==> config.mk <==
export PLATFORM = sky130hd
export DESIGN_NAME = alu_issue
export DESIGN_NICKNAME = d
export VERILOG_FILES = /design/src/rtl/alu_issue_pkg.sv /design/src/rtl/alu_issue_decode.sv /design/src/rtl/alu_issue.sv
export SDC_FILE = /design/constraint.sdc
export NUM_CORES = 1
export LEC_CHECK = 0
export ABC_AREA = 1
export ABC_CLOCK_PERIOD_IN_PS = 2400
export CAP_MARGIN = 20
export CORE_ASPECT_RATIO = 0.7
export CORE_MARGIN = 5
export CORE_UTILIZATION = 54
export CTS_CLUSTER_SIZE = 25
export DETAILED_ROUTE_END_ITERATION = 10
export GPL_TIMING_DRIVEN = 0
export PLACE_DENSITY_LB_ADDON = 0.25
export SLEW_MARGIN = 20
export SYNTH_ARGS = -nofsm -noshare
export SYNTH_HDL_FRONTEND = slang
export SYNTH_SLANG_ARGS = --single-unit
==> constraint.sdc <==
create_clock -name clk -period 2.4 [get_ports clk]
set_input_delay 0.6 -clock clk [delete_from_list [all_inputs] [get_ports clk]]
set_output_delay 0.6 -clock clk [all_outputs]
set_load 0.1 [all_outputs]
==> src/rtl/alu_issue_pkg.sv <==
// Shared constants for the ALU issue path: opcode values, 5-bit ALU mode codes
// and the issue-buffer state encoding.
package alu_issue_pkg;

  localparam logic [6:0] OPC_OP     = 7'h33;
  localparam logic [6:0] OPC_OP_IMM = 7'h13;

  typedef enum logic [4:0] {
    ALU_ADD  = 5'h00,
    ALU_LLS  = 5'h01,
    ALU_SSLT = 5'h02,
    ALU_USLT = 5'h03,
    ALU_XOR  = 5'h04,
    ALU_LRS  = 5'h05,
    ALU_OR   = 5'h06,
    ALU_AND  = 5'h07,
    ALU_SUB  = 5'h10,
    ALU_ARS  = 5'h15
  } alu_mode_e;

  typedef enum logic [1:0] {
    ST_EMPTY = 2'd0,
    ST_BUSY  = 2'd1,
    ST_FULL  = 2'd2
  } issue_state_e;

endpackage

==> src/rtl/alu_issue_decode.sv <==
// Combinational RISC-V OP / OP-IMM decoder producing the 5-bit ALU mode,
// the illegal flag and the immediate-operand select.
module alu_decode
  import alu_issue_pkg::*;
(
  input  logic [6:0] opcode,
  input  logic [2:0] funct3,
  input  logic       funct7_5,
  output logic [4:0] alu_mode,
  output logic       illegal,
  output logic       use_imm
);

  always_comb begin
    alu_mode = ALU_ADD;
    illegal  = 1'b1;
    use_imm  = 1'b0;
    case (opcode)
      OPC_OP: begin
        illegal  = funct7_5 && !((funct3 == 3'd0) || (funct3 == 3'd5));
        alu_mode = {funct7_5, 1'b0, funct3};
      end
      OPC_OP_IMM: begin
        illegal  = funct7_5 && (funct3 == 3'd1);
        use_imm  = 1'b1;
        // bit 30 only selects SRAI among immediates; elsewhere it is imm data
        alu_mode = {funct7_5 && (funct3 == 3'd5), 1'b0, funct3};
      end
      default: ;
    endcase
    if (illegal) alu_mode = ALU_ADD;
  end

endmodule

==> src/rtl/alu_issue.sv <==
// ALU issue stage: decodes an instruction and hands operands to the ALU through
// a 2-entry skid buffer (main + skid) with registered upstream ready.
module alu_issue
  import alu_issue_pkg::*;
#(
  parameter int unsigned WordSize = 32
) (
  input  logic                clk,
  input  logic                rstn,
  input  logic                flush,
  input  logic                in_valid,
  output logic                in_ready,
  input  logic [6:0]          opcode,
  input  logic [2:0]          funct3,
  input  logic                funct7_5,
  input  logic [WordSize-1:0] rs1_data,
  input  logic [WordSize-1:0] rs2_data,
  input  logic [WordSize-1:0] imm,
  output logic                out_valid,
  input  logic                out_ready,
  output logic [WordSize-1:0] a,
  output logic [WordSize-1:0] b,
  output logic [15:0]         alu_mode,
  output logic                illegal
);

  issue_state_e r_state, w_state_nxt;

  logic [WordSize-1:0] r_main_a, r_main_b, r_skid_a, r_skid_b;
  logic [4:0]          r_main_mode, r_skid_mode;
  logic                r_main_ill, r_skid_ill;

  logic [4:0]          w_dec_mode;
  logic                w_dec_ill, w_dec_imm;
  logic [WordSize-1:0] w_in_a, w_in_b;
  logic                w_in_xfer, w_out_xfer;
  logic                w_ld_main, w_ld_skid, w_mv_skid;

  alu_decode u_decode (
    .opcode   (opcode),
    .funct3   (funct3),
    .funct7_5 (funct7_5),
    .alu_mode (w_dec_mode),
    .illegal  (w_dec_ill),
    .use_imm  (w_dec_imm)
  );

  assign w_in_a = w_dec_ill ? '0 : rs1_data;
  assign w_in_b = w_dec_ill ? '0 : (w_dec_imm ? imm : rs2_data);

  assign in_ready   = (r_state != ST_FULL);
  assign out_valid  = (r_state != ST_EMPTY);
  assign w_in_xfer  = in_valid && in_ready;
  assign w_out_xfer = out_valid && out_ready;

  always_ff @(posedge clk or negedge rstn) begin
    if (!rstn) r_state <= ST_EMPTY;
    else       r_state <= w_state_nxt;
  end

  always_comb begin
    w_state_nxt = r_state;
    w_ld_main   = 1'b0;
    w_ld_skid   = 1'b0;
    w_mv_skid   = 1'b0;
    case (r_state)
      ST_EMPTY: if (w_in_xfer) begin
        w_state_nxt = ST_BUSY;
        w_ld_main   = 1'b1;
      end
      ST_BUSY: begin
        if (w_in_xfer && w_out_xfer) begin
          w_ld_main = 1'b1;
        end else if (w_in_xfer) begin
          w_state_nxt = ST_FULL;
          w_ld_skid   = 1'b1;
        end else if (w_out_xfer) begin
          w_state_nxt = ST_EMPTY;
        end
      end
      ST_FULL: if (w_out_xfer) begin
        w_state_nxt = ST_BUSY;
        w_mv_skid   = 1'b1;
      end
      default: w_state_nxt = ST_EMPTY;
    endcase
    if (flush) begin
      w_state_nxt = ST_EMPTY;
      w_ld_main   = 1'b0;
      w_ld_skid   = 1'b0;
      w_mv_skid   = 1'b0;
    end
  end

  always_ff @(posedge clk or negedge rstn) begin
    if (!rstn) begin
      r_main_a    <= '0;
      r_main_b    <= '0;
      r_main_mode <= '0;
      r_main_ill  <= 1'b0;
      r_skid_a    <= '0;
      r_skid_b    <= '0;
      r_skid_mode <= '0;
      r_skid_ill  <= 1'b0;
    end else begin
      if (w_ld_main) begin
        r_main_a    <= w_in_a;
        r_main_b    <= w_in_b;
        r_main_mode <= w_dec_mode;
        r_main_ill  <= w_dec_ill;
      end else if (w_mv_skid) begin
        r_main_a    <= r_skid_a;
        r_main_b    <= r_skid_b;
        r_main_mode <= r_skid_mode;
        r_main_ill  <= r_skid_ill;
      end
      if (w_ld_skid) begin
        r_skid_a    <= w_in_a;
        r_skid_b    <= w_in_b;
        r_skid_mode <= w_dec_mode;
        r_skid_ill  <= w_dec_ill;
      end
    end
  end

  // main keeps stale data once drained, so the outputs are gated by occupancy
  assign a        = out_valid ? r_main_a : '0;
  assign b        = out_valid ? r_main_b : '0;
  assign alu_mode = out_valid ? {11'd0, r_main_mode} : '0;
  assign illegal  = out_valid ? r_main_ill : 1'b0;

endmodule
# Yosys cells after proc, flatten, opt, wreduce, memory -nomap -nowiden
# Index checks and enable logic that the tools add are counted.
# op_classes
n_eq_ne	11
n_mux	36
n_reduce_logical	13
# ops
op	n
32-bit 2-to-1 mux	9
5-bit 2-to-1 mux	4
1-bit 2-to-1 mux	13
2-bit 2-to-1 mux	6
5-bit case mux with 2 select lines	1
3-bit inequality test (second input constant)	3
7-bit by 5-bit == test with 1-bit output (second input constant)	1
7-bit by 6-bit == test with 1-bit output (second input constant)	1
1-bit logical AND	6
2-bit case mux with 3 select lines	1
4-bit inequality test (second input constant)	1
1-bit case mux with 2 select lines	2
4-bit AND reduction	1
2-bit nonzero test	2
3-bit by 1-bit == test with 1-bit output (second input constant)	1
3-bit == test (second input constant)	1
3-bit logical NOT	1
2-bit by 1-bit == test with 1-bit output (second input constant)	1
2-bit == test (second input constant)	1
2-bit logical NOT	1
2-bit inequality test (second input constant)	1
1-bit logical NOT	1
1-bit logical OR	1
# word_totals
reg_bits	142
input_bits	112
output_inout_bits	83
word_cells	69

# Logic depth before layout (Yosys ltp)
# Gate-level depths: netlist of the first run.
# logic_depth
word_depth	7
depth_mapped	10
mapped_depth_nobuf	9

# Modules after synthesis
# From an unflattened synthesis of the first run, not the netlist that was laid out.
# unflattened
cells_unflattened	1170
hier_area_um2	7847.5
# modules_own_cells
mod	n_inst	cells_each	area_per_inst_um2	seq_area_each_um2
alu_issue	1	1138	7671.1	3553.4
alu_decode	1	32	176.4	0.0

# Least setup slack after synthesis of the first run
# No wires, ideal clock.
# synth_path
kind	flip-flop to output port
startpoint	register r_state[1]
endpoint	output port alu_mode[0]
arrival_ps	1966
required_time_ps	1800
setup_slack_ps	-166
path_stages_with_launch	4
path_buffers	1
cell_sequence	dfrtp_1 nor2_1 clkbuf_1 nor2_1
# synth_via
elab_chain_len	2
# synth_rtl
element	line_no	source
start, declared	alu_issue.sv:27	issue_state_e r_state, w_state_nxt;
start signal, assigned	alu_issue.sv:58	else r_state <= w_state_nxt;
2-bit nonzero test	alu_issue.sv:52	assign out_valid = (r_state != ST_EMPTY);
5-bit 2-to-1 mux	alu_issue.sv:129	assign alu_mode = out_valid ? {11'd0, r_main_mode} : '0;
end, declared	alu_issue.sv:23	output logic [15:0] alu_mode,
# No other way between the ends.

# Worst setup path after layout of the first run
# layout_path
startpoint	register r_state[1]
endpoint	output port b[29]
# layout_via
elab_chain_len	2
# layout_rtl
element	line_no	source
2-bit nonzero test	alu_issue.sv:52	
32-bit 2-to-1 mux	alu_issue.sv:128	assign b = out_valid ? r_main_b : '0;
end, declared	alu_issue.sv:22	output logic [WordSize-1:0] b,
# No other way between the ends.

==> impl_metrics.sql, run 1 <==
INSERT INTO impl_metrics (metric_group, metric, value, unit) VALUES
('status', 'status', 'finished clean', ''),
('yosys', 'synth-seq-area-share', '0.4568', ''),
('floorplanning', 'core-area', '13920', 'um2'),
('worst_setup_path', 'worstPathArrival', '1.79', 'ns'),
('clock_tree', 'clk_transition_reported_paths', '0.07', 'ns'),
('grt', 'overall_global_routing_resource_usage', '0.2834', ''),
('sta', 'final.setup_skew', '0.008901', 'ns'),
('clock_tree', 'cts_buffers', '17', ''),
('power_and_ir_drop', 'power_density_of_the_placed_cells', '580.2', 'nW/um2'),
('drt', 'detailedRoute.firstPassIterationCount', '6', ''),
('grt', 'grt_pass1_vias', '7610', ''),
('floorplanning', 'start_util', '0.5510', ''),
('yosys', 'synthTopCellsByCount', 'sky130_fd_sc_hd__nand2_1, sky130_fd_sc_hd__inv_1, sky130_fd_sc_hd__dfrtp_1, sky130_fd_sc_hd__nand4_1, sky130_fd_sc_hd__nor2_1', ''),
('placement', 'buffer_ports.inserted', '182', ''),
('final_layout', 'layoutNonFillerInstCount', '1493', ''),
('clock_tree', 'cts-root-buf', 'sky130_fd_sc_hd__clkbuf_16', ''),
('yosys', 'syn_area', '7669', 'um2'),
('final_layout', 'postLayoutCoreUtil', '0.7357', ''),
('drt', 'post-route-drc-count', '0', ''),
('sta', 'tightest_slew', '0.6352', 'ns'),
('grt', 'grt_antenna_before_repair', '0', ''),
('sta', 'tcrit_tclk_final', '0.9948', ''),
('drt', 'drt-initial-drc-count', '777', ''),
('sta', 'timing.final.hold_violations', '0', ''),
('worst_setup_path', 'timing.critical_path.fanout_max', '10', ''),
('clock_tree', 'insertion_delay', '0.42', 'ns'),
('yosys', 'yosysWarnings', '0', ''),
('drt', 'via_count', '8084', ''),
('final_layout', 'layout-drive-gt1-share', '0.1450', ''),
('worst_setup_path', 'worst_ep_required_time', '1.80', 'ns'),
('floorplanning', 'num_rows', '36', ''),
('placement', 'post-place-cells', '1461', ''),
('sta', 'maximum_operating_frequency', '418.9', 'MHz'),
('final_layout', 'insertedDiodeCount', '0', ''),
('yosys', 'yosysTopAreaCellShare', '0.4568', ''),
('sta', 'grt_setup_unrepaired', 'yes', ''),
('placement', 'dpl.hpwl', '16900', 'um'),
('power_and_ir_drop', 'peakVddDrop', '0.0005566', 'V'),
('yosys', 'post_synth_mux_area_share', '0', ''),
('sta', 'hold_ws', '0.1011', 'ns'),
('clock_tree', 'htree_num_levels', '4', ''),
('grt', 'grt_remaining_overflow', '0', ''),
('drt', 'detail_route.wirelength', '23940', 'um'),
('floorplanning', 'num_io_pins', '195', ''),
('yosys', 'yosysMostFrequentCell', 'sky130_fd_sc_hd__nand2_1', ''),
('worst_setup_path', 'critical_setup_path_kind', 'flip-flop to output pin', ''),
('yosys', 'synth_flop_type', 'sky130_fd_sc_hd__dfrtp_1', ''),
('yosys', 'synth_top_cell_by_area', 'sky130_fd_sc_hd__dfrtp_1', ''),
('yosys', 'post_synth_simple_gate_area', '0.3601', ''),
('yosys', 'number_of_enable_type_register_cells_in_the_synthesized_netlist', '0', ''),
('final_layout', 'flow.area_growth_from_synthesis', '33.53', '%'),
('sta', 'setup-violations-final', '0', ''),
('yosys', 'synth_compound_area_frac', '0.04813', ''),
('placement', 'gp_routability_congestion', '0.8726', ''),
('yosys', 'synth_xor_area_frac', '0', ''),
('floorplanning', 'chipHeight', '109.7', 'um'),
('sta', 'timing_max_transition_violations_final', '0', ''),
('yosys', 'largest_family_of_logic_cells_by_synthesized_area', 'simple AND/OR/NAND/NOR gates', ''),
('yosys', 'postSynthRegisterBits', '140', ''),
('yosys', 'synth_cell_type_count', '22', ''),
('yosys', 'adder_and_majority_cell_fraction_of_the_synthesized_area', '0', ''),
('clock_tree', 'clock_tree_from_tritoncts', 'built', ''),
('drt', 'vias_per_cell', '5.415', ''),
('sta', 'max_slew_margin', '0.5766', ''),
('grt', 'grt_first_pass_wirelength', '38250', 'um'),
('yosys', 'asyncSetResetFlopFracSynth', '1.000', ''),
('sta', 'fin_tns_setup', '0', 'ns'),
('sta', 'min_period', '2.387', 'ns'),
('yosys', 'synth_area_per_cell', '7.120', 'um2'),
('worst_setup_path', 'critical_path.startpoint_type', 'flip-flop', ''),
('job', 'drv.max_cap_violation_count', '0', '');
[layout by cell type (no fill, tap or decap), types with 3 or more instances in the layout]
| cell | Yosys | layout |
|---|---|---|
| sky130_fd_sc_hd__nand2_1 | 360 | 360 |
| sky130_fd_sc_hd__nor2_4 | 2 | 3 |
| sky130_fd_sc_hd__o21ai_0 | 61 | 61 |
| sky130_fd_sc_hd__clkbuf_1 | 25 | 18 |
| sky130_fd_sc_hd__dfrtp_1 | 140 | 140 |
| sky130_fd_sc_hd__buf_4 | 17 | 35 |
| sky130_fd_sc_hd__inv_8 | 0 | 3 |
| sky130_fd_sc_hd__nand3_1 | 38 | 38 |
| sky130_fd_sc_hd__buf_1 | 4 | 4 |
| sky130_fd_sc_hd__clkdlybuf4s50_1 | 0 | 110 |
| sky130_fd_sc_hd__nand4_1 | 136 | 136 |
| sky130_fd_sc_hd__inv_6 | 0 | 4 |
| sky130_fd_sc_hd__clkbuf_4 | 0 | 58 |
| sky130_fd_sc_hd__nor2_1 | 78 | 77 |
| sky130_fd_sc_hd__clkinvlp_4 | 0 | 4 |
| sky130_fd_sc_hd__clkbuf_16 | 0 | 17 |
| sky130_fd_sc_hd__conb_1 | 1 | 12 |
| sky130_fd_sc_hd__o21ai_1 | 10 | 10 |
| sky130_fd_sc_hd__inv_2 | 4 | 4 |
| sky130_fd_sc_hd__buf_2 | 47 | 48 |
| sky130_fd_sc_hd__clkinv_4 | 0 | 3 |
| sky130_fd_sc_hd__inv_1 | 145 | 145 |
[sequential cells by signal (all words and copies together), names as in the netlist]
| signal | count |
|---|---|
| r_state | 2 |
| r_main_a | 32 |
| r_skid_a | 32 |
| r_main_ill | 1 |
| r_main_b | 32 |
| r_skid_ill | 1 |
| r_skid_b | 32 |
| r_main_mode | 4 |
| r_skid_mode | 4 |
[area by class of cell]
type                    count  area [um2]
fillers                  1101        3679
flip-flops and latches    140        3503
multi-input cells         706        3183
repair buffers            183        1678
inverters                 149       559.3
plain buffers              93       498.0
clock buffers              17       425.4
well taps                 190       237.7
clock inverters            15       155.1
[routing by layer]
metal | vias up | share of wire | track usage
li1 | 3829 | - | -
met1 | 3707 | 0.43 | 0.3886
met2 | 493 | 0.45 | 0.4480
met3 | 55 | 0.10 | 0.07160
met4 | 0 | 0.019 | 0.09282
met5 | - | 0 | 0
[worst max-delay path: stages, from the launching register on]
cell                       delay (ns)
sky130_fd_sc_hd__dfrtp_1         0.47
sky130_fd_sc_hd__nor2_4          0.30
sky130_fd_sc_hd__buf_4           0.27
sky130_fd_sc_hd__nor2_1          0.06
sky130_fd_sc_hd__clkbuf_4        0.28
[path summary, 6_finish.rpt]
| path | startpoint | end | slack [ns] | depth (start not counted) |
|---|---|---|---|---|
| max | r_state[1] | b[29] | 0.01 | 4 |
| min | rstn | r_main_b[7] | 0.10 | 1 |
| max reg2reg | r_state[1] | r_skid_b[12] | 0.45 | 6 |
| min reg2reg | r_skid_a[29] | r_skid_a[29] | 0.48 | 2 |
| max in group asynchronous | rstn | r_main_a[24] | 1.55 | 2 |
| min in group clk | r_skid_a[29] | r_skid_a[29] | 0.48 | 2 |
[power by group]
part           internal (mW)  switching, mW  leakage [nW]
Combinational          0.306          0.618          3.04
Clock                   1.46           1.14         0.273
Sequential              2.39         0.0204          1.95
[cells by family (layout without fill, tap and decap cells)]
logic type,count (synthesis),in the layout
buf+inv,242,457
flops,140,140
compound gates,73,73
other cells,1,12
simple gates,621,621
[repair_timing]
item | 4_1_cts | 5_1_grt
pin swaps | 0 | 1
setup endpoints to repair | 71 | 66
hold buffers | 0 | 0
gates cloned | 0 | 0
gates resized for setup | 378 | 69
[metrics by stage]
| step | setup slack [ns] | power (mW) | area (um2) |
|---|---|---|---|
| final | 0.01254 | 5.941 | 10240 |
| after global routing | -0.03707 | 6.125 | 10240 |
| after detailed placement | -0.8321 | 3.352 | 9802 |
| after floorplan | -0.1658 | 2.935 | 7710 |
| after CTS | 0.004946 | 5.923 | 10090 |
| after global placement | -4.844 | 3.338 | 9769 |
No activity file was read; power rests on OpenSTA's default activity.
==> run 2, diff against run 1 <==
--- a/config.mk
+++ b/config.mk
@@ -10,11 +10,12 @@
 export CAP_MARGIN = 20
 export CORE_ASPECT_RATIO = 0.7
 export CORE_MARGIN = 5
-export CORE_UTILIZATION = 54
+export CORE_UTILIZATION = 40
 export CTS_CLUSTER_SIZE = 25
 export DETAILED_ROUTE_END_ITERATION = 10
 export GPL_TIMING_DRIVEN = 0
 export PLACE_DENSITY_LB_ADDON = 0.25
+export SKIP_LAST_GASP = 1
 export SLEW_MARGIN = 20
 export SYNTH_ARGS = -nofsm -noshare
 export SYNTH_HDL_FRONTEND = slang
==> impl_metrics.sql, run 2 (same netlist as run 1, synthesis figures left out) <==
INSERT INTO impl_metrics (metric_group, metric, value, unit) VALUES
('status', 'status', 'finished clean', ''),
('grt', 'grt_antenna_before_repair', '0', ''),
('worst_setup_path', 'path_cells', 'nor2_4 > buf_12 > buf_4 > nor2_1 > buf_6', ''),
('placement', 'dpl.hpwl', '17660', 'um'),
('final_layout', 'insertedDiodeCount', '0', ''),
('sta', 'timing.final.hold_violations', '0', ''),
('final_layout', 'layoutNonFillerInstCount', '1546', ''),
('sta', 'final.setup_skew', '0.01057', 'ns'),
('clock_tree', 'cts.hold.buffers_added', '0', ''),
('power_and_ir_drop', 'report.power.total', '6.055', 'mW'),
('drt', 'drt-initial-drc-count', '822', ''),
('worst_setup_path', 'timing.critical_path.fanout_max', '10', ''),
('sta', 'fin_tns_setup', '0', 'ns'),
('floorplanning', 'chipHeight', '125.8', 'um'),
('final_layout', 'fin_area', '10460', 'um2'),
('drt', 'vias_per_cell', '4.990', ''),
('clock_tree', 'clk_path_buf_depth', '2', ''),
('sta', 'min_period', '2.344', 'ns'),
('floorplanning', 'num_rows', '42', ''),
('worst_setup_path', 'slowest_stage', 'sky130_fd_sc_hd__dfrtp_2', ''),
('grt', 'grt_first_pass_wirelength', '39250', 'um'),
('placement', 'post-place-cells', '1513', ''),
('clock_tree', 'clock_tree_from_tritoncts', 'built', ''),
('worst_setup_path', 'worstPathArrival', '1.74', 'ns'),
('clock_tree', 'clk_transition_reported_paths', '0.06', 'ns'),
('sta', 'max_slew_margin', '0.5974', ''),
('floorplanning', 'start_util', '0.4065', ''),
('sta', 'timing_max_transition_violations_final', '0', ''),
('placement', 'gp_routability_congestion', '0.8102', ''),
('floorplanning', 'floorplan.die_area', '22080', 'um2'),
('final_layout', 'layout.cells.most_common', 'sky130_fd_sc_hd__nand2_1', ''),
('drt', 'post-route-drc-count', '0', ''),
('grt', 'grt_pass1_vias', '7392', ''),
('worst_setup_path', 'critical_path.startpoint_type', 'flip-flop', ''),
('power_and_ir_drop', 'power_density_of_the_placed_cells', '578.9', 'nW/um2'),
('sta', 'grt_setup_unrepaired', 'yes', ''),
('power_and_ir_drop', 'power.static_leakage', '5.342', 'nW'),
('clock_tree', 'insertion_delay', '0.42', 'ns'),
('worst_setup_path', 'setup.worst_path.end_class', 'output pin', ''),
('clock_tree', 'cts-root-buf', 'sky130_fd_sc_hd__clkbuf_16', ''),
('worst_hold_path', 'hold_class', 'input pin to async pin', ''),
('worst_setup_path', 'critical_setup_path_kind', 'flip-flop to output pin', ''),
('job', 'drv.max_cap_violation_count', '0', ''),
('floorplanning', 'num_io_pins', '195', ''),
('final_layout', 'final_cell_mix', 'sky130_fd_sc_hd__nand2_1, sky130_fd_sc_hd__inv_1, sky130_fd_sc_hd__dfrtp_1', ''),
('grt', 'grt_start_max_net_pins', '87', ''),
('final_layout', 'layout-drive-gt1-share', '0.1449', ''),
('final_layout', 'postLayoutCoreUtil', '0.5545', ''),
('placement', 'buffer_ports.inserted', '182', ''),
('placement', 'placed_area', '9867', 'um2'),
('sta', 'setup-violations-final', '0', ''),
('floorplanning', 'core-area', '18870', 'um2'),
('worst_setup_path', 'worst_ep_required_time', '1.80', 'ns'),
('final_layout', 'final_nets', '1403', ''),
('drt', 'ant_nets', '0', ''),
('clock_tree', 'clock_sink_count', '140', ''),
('drt', 'routed_wire_length_per_instance', '15.76', 'um'),
('floorplanning', 'die_width', '175.5', 'um'),
('drt', 'via_count', '7714', ''),
('sta', 'tcrit_tclk_final', '0.9767', ''),
('power_and_ir_drop', 'peakVddDrop', '0.0004627', 'V'),
('grt', 'overall_global_routing_resource_usage', '0.2201', ''),
('sta', 'maximum_operating_frequency', '426.6', 'MHz'),
('sta', 'tightest_slew', '0.6039', 'ns'),
('drt', 'detailedRoute.firstPassIterationCount', '5', ''),
('drt', 'detail_route.wirelength', '24370', 'um'),
('final_layout', 'flow.area_growth_from_synthesis', '36.40', '%'),
('grt', 'grt_remaining_overflow', '0', ''),
('clock_tree', 'htree_num_levels', '4', ''),
('worst_setup_path', 'cpPeakStageDelay', '0.45', 'ns'),
('clock_tree', 'cts_buffers', '17', '');
run 2: cell count changes in the layout (fill, tap and decap cells not counted), sizes merged:
cell,before,now
buf,89,135
bufinv,1,3
clkbuf,93,52
clkinv,3,6
clkinvlp,4,2
inv,156,149
run 2: final cells by class:
class	instances	area, um2
fill	1836	8406
inverter	149	559.3
clock inverter	11	142.6
tap	242	302.8
multi-input combinational	706	3183
timing repair buffer	185	1809
clock buffer	21	460.4
sequential	140	3505
buffer	92	498.0
run 2: timing repair:
| action | in CTS | in global routing |
|---|---|---|
| pin swaps | 0 | 1 |
| buffers inserted | 2 | 0 |
| endpoints found under the hold margin | 0 | 0 |
| resized for setup | 408 | 66 |
| endpoints found under the setup margin | 71 | 78 |
run 2: where the power goes:
part,internal (mW),leakage [nW],switching [mW]
clock,1.68,0.293,1.01
sequential,2.40,1.95,0.0192
combinational,0.322,3.10,0.623
total,4.40,5.34,1.65
run 2: worst max-delay path: cells and delay by family (launching register included):
kind	cells	cell delay (ns)
flops	1	0.45
buf+inv	3	0.52
simple gates	2	0.36
run 2: path summary, 6_finish.rpt:
check	startpoint	endpoint	slack, ns	depth (start not counted)
worst max-delay path	r_state[1]	alu_mode[0]	0.06	5
worst min-delay path	rstn	r_main_a[22]	0.09	1
worst max register to register	r_state[1]	r_main_b[11]	0.53	8
worst min register to register	r_skid_a[3]	r_skid_a[3]	0.48	2
max in group asynchronous	rstn	r_skid_b[31]	1.54	2
min in group clk	r_skid_a[3]	r_skid_a[3]	0.48	2
run 2: per-layer routing:
metal  GRT usage  part of all wire  up-vias
li1            -                 -     3830
met1      0.3218              0.47     3570
met2      0.3288              0.43      295
met3     0.05932             0.082       19
met4     0.04904            0.0095        0
met5           0                 0        -
run 2: per-stage QoR:
| step | hold slack (ns) | setup WS [ns] |
|---|---|---|
| after global placement | 0.4627 | -5.014 |
| final | 0.08641 | 0.05599 |
| after global routing | 0.1107 | -0.01266 |
| after detailed placement | 0.4656 | -0.9273 |
| after floorplan | 0.3044 | -0.1658 |
| after CTS | 0.09193 | -0.09631 |
==> run 3, diff against run 2 <==
--- a/config.mk
+++ b/config.mk
@@ -11,6 +11,7 @@
 export CORE_ASPECT_RATIO = 0.7
 export CORE_MARGIN = 5
 export CORE_UTILIZATION = 40
+export CTS_BUF_LIST = sky130_fd_sc_hd__clkbuf_8
 export CTS_CLUSTER_SIZE = 25
 export DETAILED_ROUTE_END_ITERATION = 10
 export GPL_TIMING_DRIVEN = 0
==> impl_metrics.sql, run 3 (same netlist as run 1, synthesis figures left out) <==
INSERT INTO impl_metrics (metric_group, metric, value, unit) VALUES
('status', 'status', 'finished clean', ''),
('worst_setup_path', 'timing.critical_path.fanout_max', '10', ''),
('worst_setup_path', 'path_cells', 'nor2_4 > buf_12 > buf_2 > nor2_1 > buf_4', ''),
('drt', 'detail_route.wirelength', '24290', 'um'),
('floorplanning', 'core-area', '18870', 'um2'),
('grt', 'grt_first_pass_wirelength', '38940', 'um'),
('sta', 'final.setup_skew', '0.01172', 'ns'),
('worst_setup_path', 'cpPeakStageDelay', '0.46', 'ns'),
('grt', 'met1_usage', '0.3205', ''),
('worst_setup_path', 'critical_setup_path_kind', 'flip-flop to output pin', ''),
('drt', 'vias_per_cell', '4.970', ''),
('clock_tree', 'clk_transition_reported_paths', '0.08', 'ns'),
('clock_tree', 'cts_buffers', '17', ''),
('worst_setup_path', 'worst_ep_required_time', '1.80', 'ns'),
('power_and_ir_drop', 'power_density_of_the_placed_cells', '523.3', 'nW/um2'),
('sta', 'min_period', '2.353', 'ns'),
('grt', 'grt_remaining_overflow', '0', ''),
('drt', 'detailedRoute.firstPassIterationCount', '5', ''),
('final_layout', 'final_cell_mix', 'sky130_fd_sc_hd__nand2_1, sky130_fd_sc_hd__inv_1, sky130_fd_sc_hd__dfrtp_1', ''),
('drt', 'via_count', '7689', ''),
('worst_setup_path', 'worstSetupEndpoint', 'b[9]', ''),
('sta', 'fin_tns_setup', '0', 'ns'),
('worst_setup_path', 'slowest_stage', 'sky130_fd_sc_hd__dfrtp_2', ''),
('sta', 'max_slew_margin', '0.5880', ''),
('clock_tree', 'clock_sink_count', '140', ''),
('floorplanning', 'floorplan.die_area', '22080', 'um2'),
('drt', 'post-route-drc-count', '0', ''),
('worst_hold_path', 'hold_class', 'input pin to async pin', ''),
('worst_setup_path', 'critPathTopFamily', 'buffers and inverters', ''),
('placement', 'post-place-cells', '1513', ''),
('final_layout', 'layoutNonFillerInstCount', '1547', ''),
('clock_tree', 'clk_path_buf_depth', '2', ''),
('sta', 'timing_max_transition_violations_final', '0', ''),
('final_layout', 'layout-drive-gt1-share', '0.1471', ''),
('grt', 'grt_pass1_vias', '7326', ''),
('worst_setup_path', 'worst_r2r_endpoint', 'r_main_b[11]', ''),
('sta', 'maximum_operating_frequency', '425.1', 'MHz'),
('final_layout', 'postLayoutCoreUtil', '0.5434', ''),
('sta', 'tcrit_tclk_final', '0.9802', ''),
('clock_tree', 'clock_tree_from_tritoncts', 'built', ''),
('worst_setup_path', 'critical_path.startpoint_type', 'flip-flop', ''),
('grt', 'busiest_layer', 'met2', ''),
('power_and_ir_drop', 'power.static_leakage', '5.257', 'nW'),
('clock_tree', 'cts-root-buf', 'sky130_fd_sc_hd__clkbuf_8', ''),
('floorplanning', 'chipHeight', '125.8', 'um'),
('final_layout', 'insertedDiodeCount', '0', ''),
('worst_setup_path', 'crit_path_start', 'r_state[1]', ''),
('sta', 'grt_setup_unrepaired', 'yes', ''),
('worst_setup_path', 'critical_path_buf_inv_count', '3', ''),
('grt', 'grt_antenna_before_repair', '0', ''),
('final_layout', 'flow.area_growth_from_synthesis', '33.68', '%'),
('final_layout', 'final_nets', '1404', ''),
('final_layout', 'layout.cells.most_common', 'sky130_fd_sc_hd__nand2_1', ''),
('placement', 'buffer_ports.inserted', '182', ''),
('worst_setup_path', 'worstPathArrival', '1.75', 'ns'),
('worst_setup_path', 'setup.worst_path.end_class', 'output pin', ''),
('power_and_ir_drop', 'peakVddDrop', '0.0003070', 'V'),
('placement', 'gp_routability_congestion', '0.8102', ''),
('floorplanning', 'num_rows', '42', ''),
('clock_tree', 'insertion_delay', '0.46', 'ns'),
('drt', 'drt-initial-drc-count', '716', ''),
('drt', 'routed_wire_length_per_instance', '15.70', 'um'),
('floorplanning', 'die_width', '175.5', 'um'),
('floorplanning', 'start_util', '0.4065', ''),
('grt', 'overall_global_routing_resource_usage', '0.2187', ''),
('worst_setup_path', 'stages_on_worst_setup_path', '5', ''),
('job', 'drv.max_cap_violation_count', '0', ''),
('clock_tree', 'htree_num_levels', '4', ''),
('drt', 'ant_nets', '0', ''),
('sta', 'tightest_slew', '0.6181', 'ns'),
('grt', 'use_met2', '0.3231', ''),
('grt', 'grt_start_max_net_pins', '87', ''),
('worst_setup_path', 'reg2reg_depth', '8', ''),
('placement', 'dpl.hpwl', '17660', 'um'),
('worst_setup_path', 'rr_startpoint', 'r_state[1]', ''),
('floorplanning', 'num_io_pins', '195', ''),
('grt', 'grt_util_met3', '0.06111', ''),
('worst_setup_path', 'timing.reg2reg.setup_slack', '0.53', 'ns'),
('sta', 'timing.final.hold_violations', '0', ''),
('sta', 'setup-violations-final', '0', '');
[run 3: cell count changes in the layout (fill, tap and decap cells not counted), moves of 2 or more]
cell	before	now
sky130_fd_sc_hd__buf_2	62	48
sky130_fd_sc_hd__buf_4	27	66
sky130_fd_sc_hd__buf_6	39	22
sky130_fd_sc_hd__clkbuf_1	20	18
sky130_fd_sc_hd__clkbuf_16	17	0
sky130_fd_sc_hd__clkbuf_4	13	6
sky130_fd_sc_hd__clkbuf_8	2	19
sky130_fd_sc_hd__inv_1	145	147
[run 3: timing repair]
action / 4_1_cts / 5_1_grt
hold buffers: 0 / 0
resized for setup: 436 / 33
pin swaps: 1 / 0
endpoints found under the setup margin: 71 / 59
endpoints found under the hold margin: 0 / 0
setup buffers: 2 / 0
[run 3: layout make-up]
type	instances	area, um2
plain buffers	93	495.5
clock buffers	19	261.5
clock inverters	13	150.1
fillers	1878	8615
inverters	149	559.3
multi-input cells	706	3186
flip-flops and latches	140	3506
well taps	242	302.8
repair buffers	185	1790
[run 3: how the worst min path moves through the flow]
stage | from | to
2_1_floorplan | rstn | r_main_a[0]
3_3_place_gp | r_skid_a[25] | r_skid_a[25]
3_5_place_dp | r_skid_a[3] | r_skid_a[3]
4_1_cts | rstn | r_main_a[22]
5_1_grt | rstn | r_main_a[22]
6_report | rstn | r_main_a[22]
[run 3: report_power, final]
group | switching, mW | internal (mW)
Clock | 0.936 | 1.07
Combinational | 0.623 | 0.323
Sequential | 0.0204 | 2.39
Total | 1.58 | 3.79
[run 3: through the flow]
| step | hold WS, ns | worst slack (ns) | cell area (um2) | total power, mW |
|---|---|---|---|---|
| floorplan | 0.3044 | -0.1658 | 7710 | 2.935 |
| global placement | 0.4627 | -5.014 | 9834 | 3.354 |
| detailed placement | 0.4656 | -0.9273 | 9867 | 3.364 |
| CTS | 0.04199 | -0.04381 | 10160 | 5.391 |
| global route | 0.05183 | -0.03086 | 10250 | 5.588 |
| finish | 0.04587 | 0.04746 | 10250 | 5.364 |
[run 3: metal layers]
metal / wire, um / part of all wire
met3: 2099 / 0.086
met2: 10560 / 0.43
met5: 0 / 0
met4: 233 / 0.0096
met1: 11400 / 0.47
[run 3: worst register-to-register path, cell delays in order (launching register included)]
cell                      delay (ns)
sky130_fd_sc_hd__dfrtp_2        0.46
sky130_fd_sc_hd__nor2_1         0.13
sky130_fd_sc_hd__nand2_2        0.11
sky130_fd_sc_hd__o21ai_2        0.35
sky130_fd_sc_hd__buf_4          0.25
sky130_fd_sc_hd__buf_2          0.28
sky130_fd_sc_hd__o21ai_1        0.10
sky130_fd_sc_hd__inv_1          0.06
sky130_fd_sc_hd__nand2_1        0.05
